===== src/rtl/cordic_arbiter.sv =====
// Round-robin arbiter in front of a shared, pipelined cosine unit.
// Requesters post float32 angles. One request is granted per cycle and
// its angle is sent to the cosine unit. The requester index travels down
// a tag shift register that matches the pipeline depth, so each result
// returns to its owner. Responses come back in acceptance order.

module cordic_arbiter #(
   parameter int N_REQ   = 4,
   parameter int COS_LAT = 2
) (
   input  logic                 clk,
   input  logic                 reset,
   input  logic                 enable,
   input  logic [N_REQ-1:0]     req_valid,
   input  logic [32*N_REQ-1:0]  req_angle,
   output logic [N_REQ-1:0]     req_ready,
   output logic [31:0]          cos_angle,
   output logic                 cos_clk_en,
   input  logic [31:0]          cos_result,
   output logic [N_REQ-1:0]     rsp_valid,
   output logic [31:0]          rsp_result,
   output logic                 busy
);

   localparam int IDXW = (N_REQ > 1) ? $clog2(N_REQ) : 1;

   typedef enum logic [1:0] {
      IDLE,
      ACTIVE,
      DRAIN
   } state_t;

   state_t            state_q;
   state_t            state_d;
   logic [IDXW-1:0]   rrPtr_q;
   logic [31:0]       cosAngle_q;
   logic              cosClkEn_q;
   logic              busy_q;
   logic              issueValid_q;
   logic              tagValid_q [0:COS_LAT];
   logic [IDXW-1:0]   tagIdx_q   [0:COS_LAT];
   logic [N_REQ-1:0]  rspValid_q;
   logic [31:0]       rspResult_q;

   logic              accept;
   logic [IDXW-1:0]   grantIdx;
   logic [31:0]       selAngle;
   logic              inFlight;
   logic              anyReq;
   int                idx;

   assign anyReq = |req_valid;

   // Round-robin search from the pointer; only grants while ACTIVE and enabled
   always_comb begin
      req_ready = '0;
      grantIdx  = '0;
      accept    = 1'b0;
      selAngle  = '0;
      idx       = 0;
      if (state_q == ACTIVE && enable) begin
         for (int k = 0; k < N_REQ; k++) begin
            idx = (int'(rrPtr_q) + k) % N_REQ;
            if (!accept && req_valid[idx]) begin
               accept   = 1'b1;
               grantIdx = IDXW'(idx);
            end
         end
      end
      if (accept) begin
         req_ready[grantIdx] = 1'b1;
         selAngle            = req_angle[32*grantIdx +: 32];
      end
   end

   // Any work still travelling through the issue register or the tag pipe
   always_comb begin
      inFlight = issueValid_q;
      for (int k = 0; k <= COS_LAT; k++) begin
         inFlight = inFlight | tagValid_q[k];
      end
   end

   // Next-state selection; re-entering ACTIVE from DRAIN beats going idle
   always_comb begin
      state_d = state_q;
      case (state_q)
         IDLE:    if (enable && anyReq) state_d = ACTIVE;
         ACTIVE:  if (!accept) state_d = DRAIN;
         DRAIN: begin
            if (enable && anyReq)  state_d = ACTIVE;
            else if (!inFlight)    state_d = IDLE;
         end
         default: state_d = IDLE;
      endcase
   end

   // State, issue register, tag pipe and response registers
   always_ff @(posedge clk) begin
      if (reset) begin
         state_q      <= IDLE;
         rrPtr_q      <= '0;
         cosAngle_q   <= '0;
         cosClkEn_q   <= 1'b0;
         busy_q       <= 1'b0;
         issueValid_q <= 1'b0;
         for (int k = 0; k <= COS_LAT; k++) begin
            tagValid_q[k] <= 1'b0;
            tagIdx_q[k]   <= '0;
         end
         rspValid_q   <= '0;
         rspResult_q  <= '0;
      end else begin
         state_q      <= state_d;
         cosClkEn_q   <= (state_d != IDLE);
         busy_q       <= (state_d != IDLE);
         issueValid_q <= accept;
         if (accept) begin
            cosAngle_q <= selAngle;
            rrPtr_q    <= (int'(grantIdx) == N_REQ - 1) ? '0 : grantIdx + 1'b1;
         end
         tagValid_q[0] <= accept;
         tagIdx_q[0]   <= grantIdx;
         for (int k = 1; k <= COS_LAT; k++) begin
            tagValid_q[k] <= tagValid_q[k-1];
            tagIdx_q[k]   <= tagIdx_q[k-1];
         end
         if (tagValid_q[COS_LAT]) begin
            rspValid_q  <= {{(N_REQ-1){1'b0}}, 1'b1} << tagIdx_q[COS_LAT];
            rspResult_q <= cos_result;
         end else begin
            rspValid_q  <= '0;
         end
      end
   end

   assign cos_angle  = cosAngle_q;
   assign cos_clk_en = cosClkEn_q;
   assign busy       = busy_q;
   assign rsp_valid  = rspValid_q;
   assign rsp_result = rspResult_q;

endmodule


===== config.mk =====
export PLATFORM = sky130hd
export DESIGN_NAME = cordic_arbiter
export DESIGN_NICKNAME = d
export VERILOG_FILES = /design/src/rtl/cordic_arbiter.sv
export SDC_FILE = /design/constraint.sdc
export NUM_CORES = 1
export LEC_CHECK = 0
export ABC_AREA = 1
export CAP_MARGIN = 5
export CORE_AREA = 2 2 94 96
export DETAILED_ROUTE_END_ITERATION = 6
export DIE_AREA = 0 0 96 98
export DONT_BUFFER_PORTS = 1
export PLACE_DENSITY = 0.8
export SLEW_MARGIN = 20
export SYNTH_ARGS = -nofsm -noshare
export SYNTH_HDL_FRONTEND = slang
export SYNTH_SLANG_ARGS = --single-unit

===== constraint.sdc =====
create_clock -name clk -period 3.8 [get_ports clk]
set_input_delay 0.57 -clock clk [delete_from_list [all_inputs] [get_ports clk]]
set_output_delay 0.57 -clock clk [all_outputs]
set_load 0.05 [all_outputs]

==> results.txt, run 1 <==
----------------------------------------------------
[Worst setup path]
  Crit path launch ... rrPtr_q[0]
  Ordered list of cells on the worst path ... inv_2, nand2_1, nand2_2, nand2_1, nand2_1, a21oi_1, nand2_2, nand3_2, buf_4, ha_1, inv_1, nor2_1, buf_4
  Crit path buffers/inverters ... 4
  Startpoint-to-endpoint class of the critical path ... flop to output port
  Maximum fanout along the worst path ... 40
  CP Data Arrival Time ... 2.73 ns
  Worst path required time ... 3.23 ns
  Cell repeated most along the worst path ... nand2_1
  FF-to-FF Start ... rrPtr_q[0]
  Startpoint class of the critical path ... flop
  Cell family contributing the most delay on the critical path ... buffers and inverters
  Delay of the slowest critical-path stage ... 0.60 ns
  Slowest library cell on the worst path ... dfxtp_1
  Capturing element type of the critical path ... output port

[Synth]
  Fraction of synthesized area in multiplexers ... 0
  Yosys warning count ... 0
  Netlist Area Pre-Place ... 4970 sq um
  Synthesized-area fraction occupied by and/or/nand/nor cells ... 0.415
  Sequential share of the synthesized area ... 0.330
  Dominant combinational cell family by area after synthesis ... simple AND/OR/NAND/NOR gates
  Nets in the synthesized netlist ... 1,004
  Syn avg cell area ... 5.96 sq um
  Post-synthesis cell count ... 833
  Synthesized-area fraction occupied by ao, oa, aoi and oai cells ... 0.0431
  Netlist cell types ... 24
  Register bit count reported by yosys ... 82
  Post-Synth Adder-Cell Area ... 0.0101
  Xor/xnor share of the synthesized area ... 0

[Timing]
  Worst Max-Slew Pin Slew ... 1.01 ns
  Number of slew-limit violations in the final report ... 0
  Slew margin rel. ... 0.326
  Max Clock Freq ... 303 MHz
  Time the worst path needs with I/O delays and setup ... 3.30 ns
  Setup repair after global routing missed its margin ... false
  Post-route fraction of the period consumed by the critical path ... 0.867
  Number of hold-slack violations in the final timing report ... 0
  Hold Slack ... 0.324 ns
  Summed negative setup slack over all endpoints ... 0 ns
  Layout Skew ... 0.0176 ns
  Setup-violating endpoint count in the final report ... 0
  Final Worst Setup Slack ... 0.504 ns

[Floorplan]
  Die boundary width ... 96 um
  Height of the die ... 98 um
  Number of ports placed on the die boundary ... 241
  Starting utilization of the core area ... 0.587
  Core Box Area ... 8470 sq um
  Total Die Area ... 9410 sq um
  Row count ... 34

[Drt]
  Number of detailed-route iterations in the first pass ... 5
  Post-detailed-route count of antenna-violating nets ... 0
  Drt initial violations ... 224
  Detailed-route via count ... 5,065
  Detail-routed via count per cell ... 5.56
  Detailed-route DRC error count ... 0
  Drt total wl ... 13.1 mm
  Routed length per instance ... 14.4 um

[Layout]
  Area added between synthesis and finish ... 3.35%
  Area of the multi-input gates ... 2340 sq um
  Diode insertion count for antenna repair ... 0
  Share of layout cells above drive strength 1 ... 0.0535
  Final #Nets ... 970
  Number of inserted filler cells in the final layout ... 823
  Combined flip-flop and latch cell area ... 1640 sq um
  Post-route non-filler standard cell count ... 911
  Fin util ... 0.606
  Final standard cell area without fillers ... 5130 sq um

[Clock network]
  Clock-pin slew reported for the worst setup and hold paths after clock tree synthesis ... 0.10 ns
  Clock latency on the worst-skew pair ... 0.35 ns
  Total number of H-tree levels ... 3
  Clock buffers created by TritonCTS ... 9
  Number of sinks driven by the clock tree ... 82
  Post-CTS setup buffer count ... 0
  Hold buffers post-CTS ... 0
  CTS tree ... yes
  CTS max path bufs ... 2
  Cells resized by post-CTS repair ... 0
  Clock Tree Root ... clkbuf_8

[Power]
  Leakage Power ... 2.91 nW
  Power density of the placed cells ... 390 nW/um^2
  Sum of internal, switching and leakage power ... 2.00 mW
  VDD IR max ... 221 uV

[Placement]
  Number of cells after detailed placement ... 896
  Post-DP HPWL ... 9.46 mm
  Instance area after placement ... 4920 sq um
  Buffers on Ports ... 0
  Worst Setup Slack post-DPL ... 0.947 ns
  Placer's final routability congestion estimate ... 0.892

[Run status]
  Outcome ... finished clean

[Min path]
  Min-Delay Path Class ... primary input to flop
  Startpoint of the tightest hold check path ... reset

[Global route]
  Largest net degree at the start of global routing ... 65
  Wire length of the first global-routing pass ... 20.1 mm
  Number of antenna violations at the first check in global routing ... 0
  Vias in the first global route ... 4,569
  Total global routing track utilization ... 0.262
  GR Overflow Total ... 0

[Flow run]
  Max-cap viol count ... 0

----------------------------------------------------
[cells by family after synthesis]
family | after synthesis
and+or+nand+nor | 459
AOI/OAI and AO/OA | 41
DFF | 82
buffers and inverters | 247
adders and majority gates | 4
[cells in the mapped netlist]
library cell	count	share of area
o22ai_1	1	0.0013
o21ai_0	33	0.033
nand3_2	4	0.0081
a21oi_1	3	0.0030
nand3_1	101	0.10
inv_1	186	0.14
buf_2	15	0.015
dfxtp_1	82	0.33
nor2_1	152	0.11
buf_6	3	0.0068
buf_1	3	0.0023
clkbuf_1	28	0.021
nand3b_1	2	0.0030
nand4_1	65	0.082
buf_4	9	0.014
nand2_1	131	0.099
nand2_2	3	0.0038
a31oi_1	1	0.0013
o311ai_0	1	0.0018
o211ai_1	1	0.0015
inv_2	3	0.0023
ha_1	4	0.010
nor2_4	1	0.0023
o21ai_1	1	0.0010
[layer usage]
metal | wire length (um) | global-route usage
met3 | 1250 | 0.0694
met5 | 0 | 0
met4 | 305 | 0.103
met1 | 4960 | 0.282
met2 | 6610 | 0.476
[final timing paths]
check | endpoint | cells past startpoint | slack, ns
worst max-delay path | req_ready[2] | 13 | 0.50
worst min-delay path | tagIdx_q[0][1] | 1 | 0.32
worst max register to register | cos_angle[29] | 15 | 1.22
worst min register to register | tagIdx_q[0][2] | 2 | 0.42
[power by group]
part | leakage [nW] | total (mW) | internal (mW) | switching, mW
logic | 2.14 | 0.300 | 0.0929 | 0.208
registers | 0.665 | 1.01 | 0.888 | 0.119
clock network | 0.106 | 0.695 | 0.370 | 0.325
total | 2.91 | 2.00 | 1.35 | 0.651
[layout by cell type, fill, tap and decap left out]
cell / synthesis / final
clkinv_2: 0 / 1
o311ai_0: 1 / 1
nand3_1: 101 / 101
clkbuf_8: 0 / 9
a31oi_1: 1 / 1
nor2_1: 152 / 151
nand4_1: 65 / 65
o211ai_1: 1 / 1
buf_4: 9 / 13
nand3b_1: 2 / 2
inv_1: 186 / 185
bufinv_16: 0 / 2
o21ai_0: 33 / 33
nand2_2: 3 / 5
a21oi_1: 3 / 3
inv_2: 3 / 4
nand2_1: 131 / 129
o22ai_1: 1 / 1
inv_6: 0 / 2
clkinvlp_4: 0 / 1
nor2_4: 1 / 2
ha_1: 4 / 4
nand3_2: 4 / 4
dfxtp_1: 82 / 82
o21ai_1: 1 / 1
[registers in the layout, indices dropped and copies added (netlist names)]
name	flops
rsp_valid	4
rsp_result	32
tagValid_q	3
tagIdx_q	6
rrPtr_q	2
state_q	2
busy	1
cos_angle	32
[layout make-up]
cell class | count | share of cell area
clock inverters | 6 | 0.0175
inverters | 189 | 0.138
repair buffers | 13 | 0.0190
well taps | 108 | 0.0263
multi-input cells | 504 | 0.455
clock buffers | 9 | 0.0241
flip-flops and latches | 82 | 0.320
[worst register-to-register path, cell delays in order (launching register included)]
cell and delay, ns:
dfxtp_1 0.60, inv_2 0.15, nand2_1 0.11, nand2_2 0.09
nand2_1 0.07, nand2_1 0.08, nor2_4 0.12, nand3_2 0.10
nand3_1 0.11, nand2_2 0.25, inv_2 0.15, buf_4 0.36
nand3_1 0.15, nand3_1 0.10, nand2_1 0.06, inv_1 0.05
No activity file was read; power rests on OpenSTA's default activity.
==> inputs of run 2 (changes only) <==
Clock period 3.8 ns to 3.5 ns, I/O delays scaled along.
==> run 2 against run 1 <==
Net effect:
- die area stayed put
- sequential share of layout area hardly changed
- wire length is 3.0% lower
- worst hold slack worse by 0.082 ns
- global-route usage is 0.080 points higher
- power is 5.9% higher
- largest cell class unchanged
- highest routed layer unchanged
==> results.txt, run 2 (same netlist as run 1, synthesis figures left out) <==
----------------------------------------------------
[Global route]
  Largest net degree at the start of global routing ... 65 (unchanged)
  Wire length of the first global-routing pass ... 19.9 mm (-0.69%)
  Total global routing track utilization ... 0.263 (+0.000797)
  Number of antenna violations at the first check in global routing ... 0 (unchanged)
  Vias in the first global route ... 4,459 (-2.4%)
  GR Overflow Total ... 0 (unchanged)

[Min path]
  Min-Delay Path Class ... primary input to flop
  Number of cells on the worst hold path ... 1 (unchanged)

[Timing]
  Post-route fraction of the period consumed by the critical path ... 0.901
  Time the worst path needs with I/O delays and setup ... 3.15 ns
  Number of hold-slack violations in the final timing report ... 0 (unchanged)
  Layout Skew ... 0.0128 ns (-0.00475 ns)
  Max Clock Freq ... 317 MHz
  Summed negative setup slack over all endpoints ... 0 ns (unchanged)
  Worst Max-Slew Pin Slew ... 1.04 ns (+0.0268 ns)
  Setup repair after global routing missed its margin ... false
  Number of slew-limit violations in the final report ... 0 (unchanged)
  Setup-violating endpoint count in the final report ... 0 (unchanged)
  Slew margin rel. ... 0.308 (-0.0179)

[Clock network]
  Clock buffers created by TritonCTS ... 9 (unchanged)
  CTS max path bufs ... 2 (unchanged)
  Clock-pin slew reported for the worst setup and hold paths after clock tree synthesis ... 0.09 ns (about the same)
  Hold buffers post-CTS ... 0 (unchanged)
  CTS tree ... yes
  Number of sinks driven by the clock tree ... 82 (unchanged)
  Clock latency on the worst-skew pair ... 0.35 ns (about the same)
  Total number of H-tree levels ... 3 (unchanged)
  Clock Tree Root ... clkbuf_8
  Cells resized by post-CTS repair ... 0 (unchanged)
  Post-CTS setup buffer count ... 0 (unchanged)

[Layout]
  Number of inserted filler cells in the final layout ... 827 (+0.49%)
  Most common library cell in the layout ignoring fill and taps ... inv_1
  Diode insertion count for antenna repair ... 0 (unchanged)
  Area added between synthesis and finish ... 3.25% (about the same)
  Combined flip-flop and latch cell area ... 1640 sq um (unchanged)
  Most frequent cells in the layout ... inv_1, nor2_1, nand2_1
  Share of layout cells above drive strength 1 ... 0.0547 (+0.00111)
  Area of the multi-input gates ... 2340 sq um (unchanged)
  Final #Nets ... 971 (+0.10%)
  Fin util ... 0.606 (about the same)

[Power]
  Leakage Power ... 2.91 nW (about the same)
  Power density of the placed cells ... 414 nW/um^2 (+6.0%)
  VDD IR max ... 167 uV (-25%)

[Worst setup path]
  Cell repeated most along the worst path ... nand2_1
  Capturing element type of the critical path ... output port
  R2R cell count ... 15 (unchanged)
  Crit path buffers/inverters ... 4 (unchanged)
  CP Data Arrival Time ... 2.63 ns (-0.10 ns)
  Startpoint-to-endpoint class of the critical path ... flop to output port
  Worst path required time ... 2.97 ns (-0.26 ns)
  Maximum fanout along the worst path ... 18 (-55%)
  Ordered list of cells on the worst path ... inv_2, nand2_1, nand2_2, nand2_1, nand2_1, nor2_4, nand3_1, nand3_1, nand2_2, inv_2, ha_1, inv_1, nor2_1, buf_4
  Cell family contributing the most delay on the critical path ... simple AND/OR/NAND/NOR gates
  Slowest library cell on the worst path ... dfxtp_1
  Delay of the slowest critical-path stage ... 0.60 ns (about the same)
  Startpoint class of the critical path ... flop
  Worst path depth ... 14 (+1)

[Drt]
  Detailed-route via count ... 4,964 (-2.0%)
  Routed length per instance ... 14.0 um (-3.2%)
  Drt initial violations ... 145 (-35%)
  Detail-routed via count per cell ... 5.44 (-2.2%)
  Post-detailed-route count of antenna-violating nets ... 0 (unchanged)
  Detailed-route DRC error count ... 0 (unchanged)
  Drt total wl ... 12.7 mm (-3.0%)
  Number of detailed-route iterations in the first pass ... 5 (unchanged)

[Floorplan]
  Number of ports placed on the die boundary ... 241 (unchanged)
  Starting utilization of the core area ... 0.587 (unchanged)
  Total Die Area ... 9410 sq um (unchanged)
  Row count ... 34 (unchanged)
  Core Box Area ... 8470 sq um (unchanged)
  Die boundary width ... 96 um (unchanged)
  Height of the die ... 98 um (unchanged)

[Placement]
  Placer's final routability congestion estimate ... 0.850 (-4.7%)
  Post-DP HPWL ... 9.13 mm (-3.5%)
  Buffers on Ports ... 0 (unchanged)

[Flow run]
  Max-cap viol count ... 0 (unchanged)

[Run status]
  Outcome ... finished clean

----------------------------------------------------
run 2: final cells by class:
class / instances / area share
sequential: 82 / 0.320
clock inverter: 5 / 0.0117
timing repair buffer: 14 / 0.0205
tap: 108 / 0.0263
clock buffer: 11 / 0.0276
multi-input combinational: 504 / 0.455
inverter: 189 / 0.138
run 2: power by group:
part,internal (mW),switching (mW)
Clock,0.354,0.351
Combinational,0.101,0.221
Sequential,0.964,0.129
Total,1.42,0.701
run 2: metrics by stage:
stage	hold slack [ns]	instance area, sq um	instances	setup slack (ns)	total power, mW
floorplan	0.388	4970	833	0.660	1.40
global placement	0.400	4930	897	0.892	1.42
detailed placement	0.401	4930	897	0.743	1.43
CTS	0.220	5130	913	0.345	2.14
global route	0.226	5130	913	0.0937	2.23
finish	0.242	5130	913	0.346	2.12
run 2: final timing paths:
| check | start | end | slack (ns) |
|---|---|---|---|
| worst min register to register | tagIdx_q[0][3] | tagIdx_q[0][5] | 0.41 |
| worst max register to register | rrPtr_q[0] | cos_angle[25] | 0.97 |
| worst min-delay path | reset | tagValid_q[0][1] | 0.24 |
| worst max-delay path | rrPtr_q[0] | req_ready[3] | 0.35 |
run 2: routing by layer:
layer	share of wire	track usage	vias to the layer above
li1	-	-	2487
met1	0.39	0.306	2185
met2	0.50	0.453	263
met3	0.096	0.0664	29
met4	0.022	0.107	0
met5	0	0	-
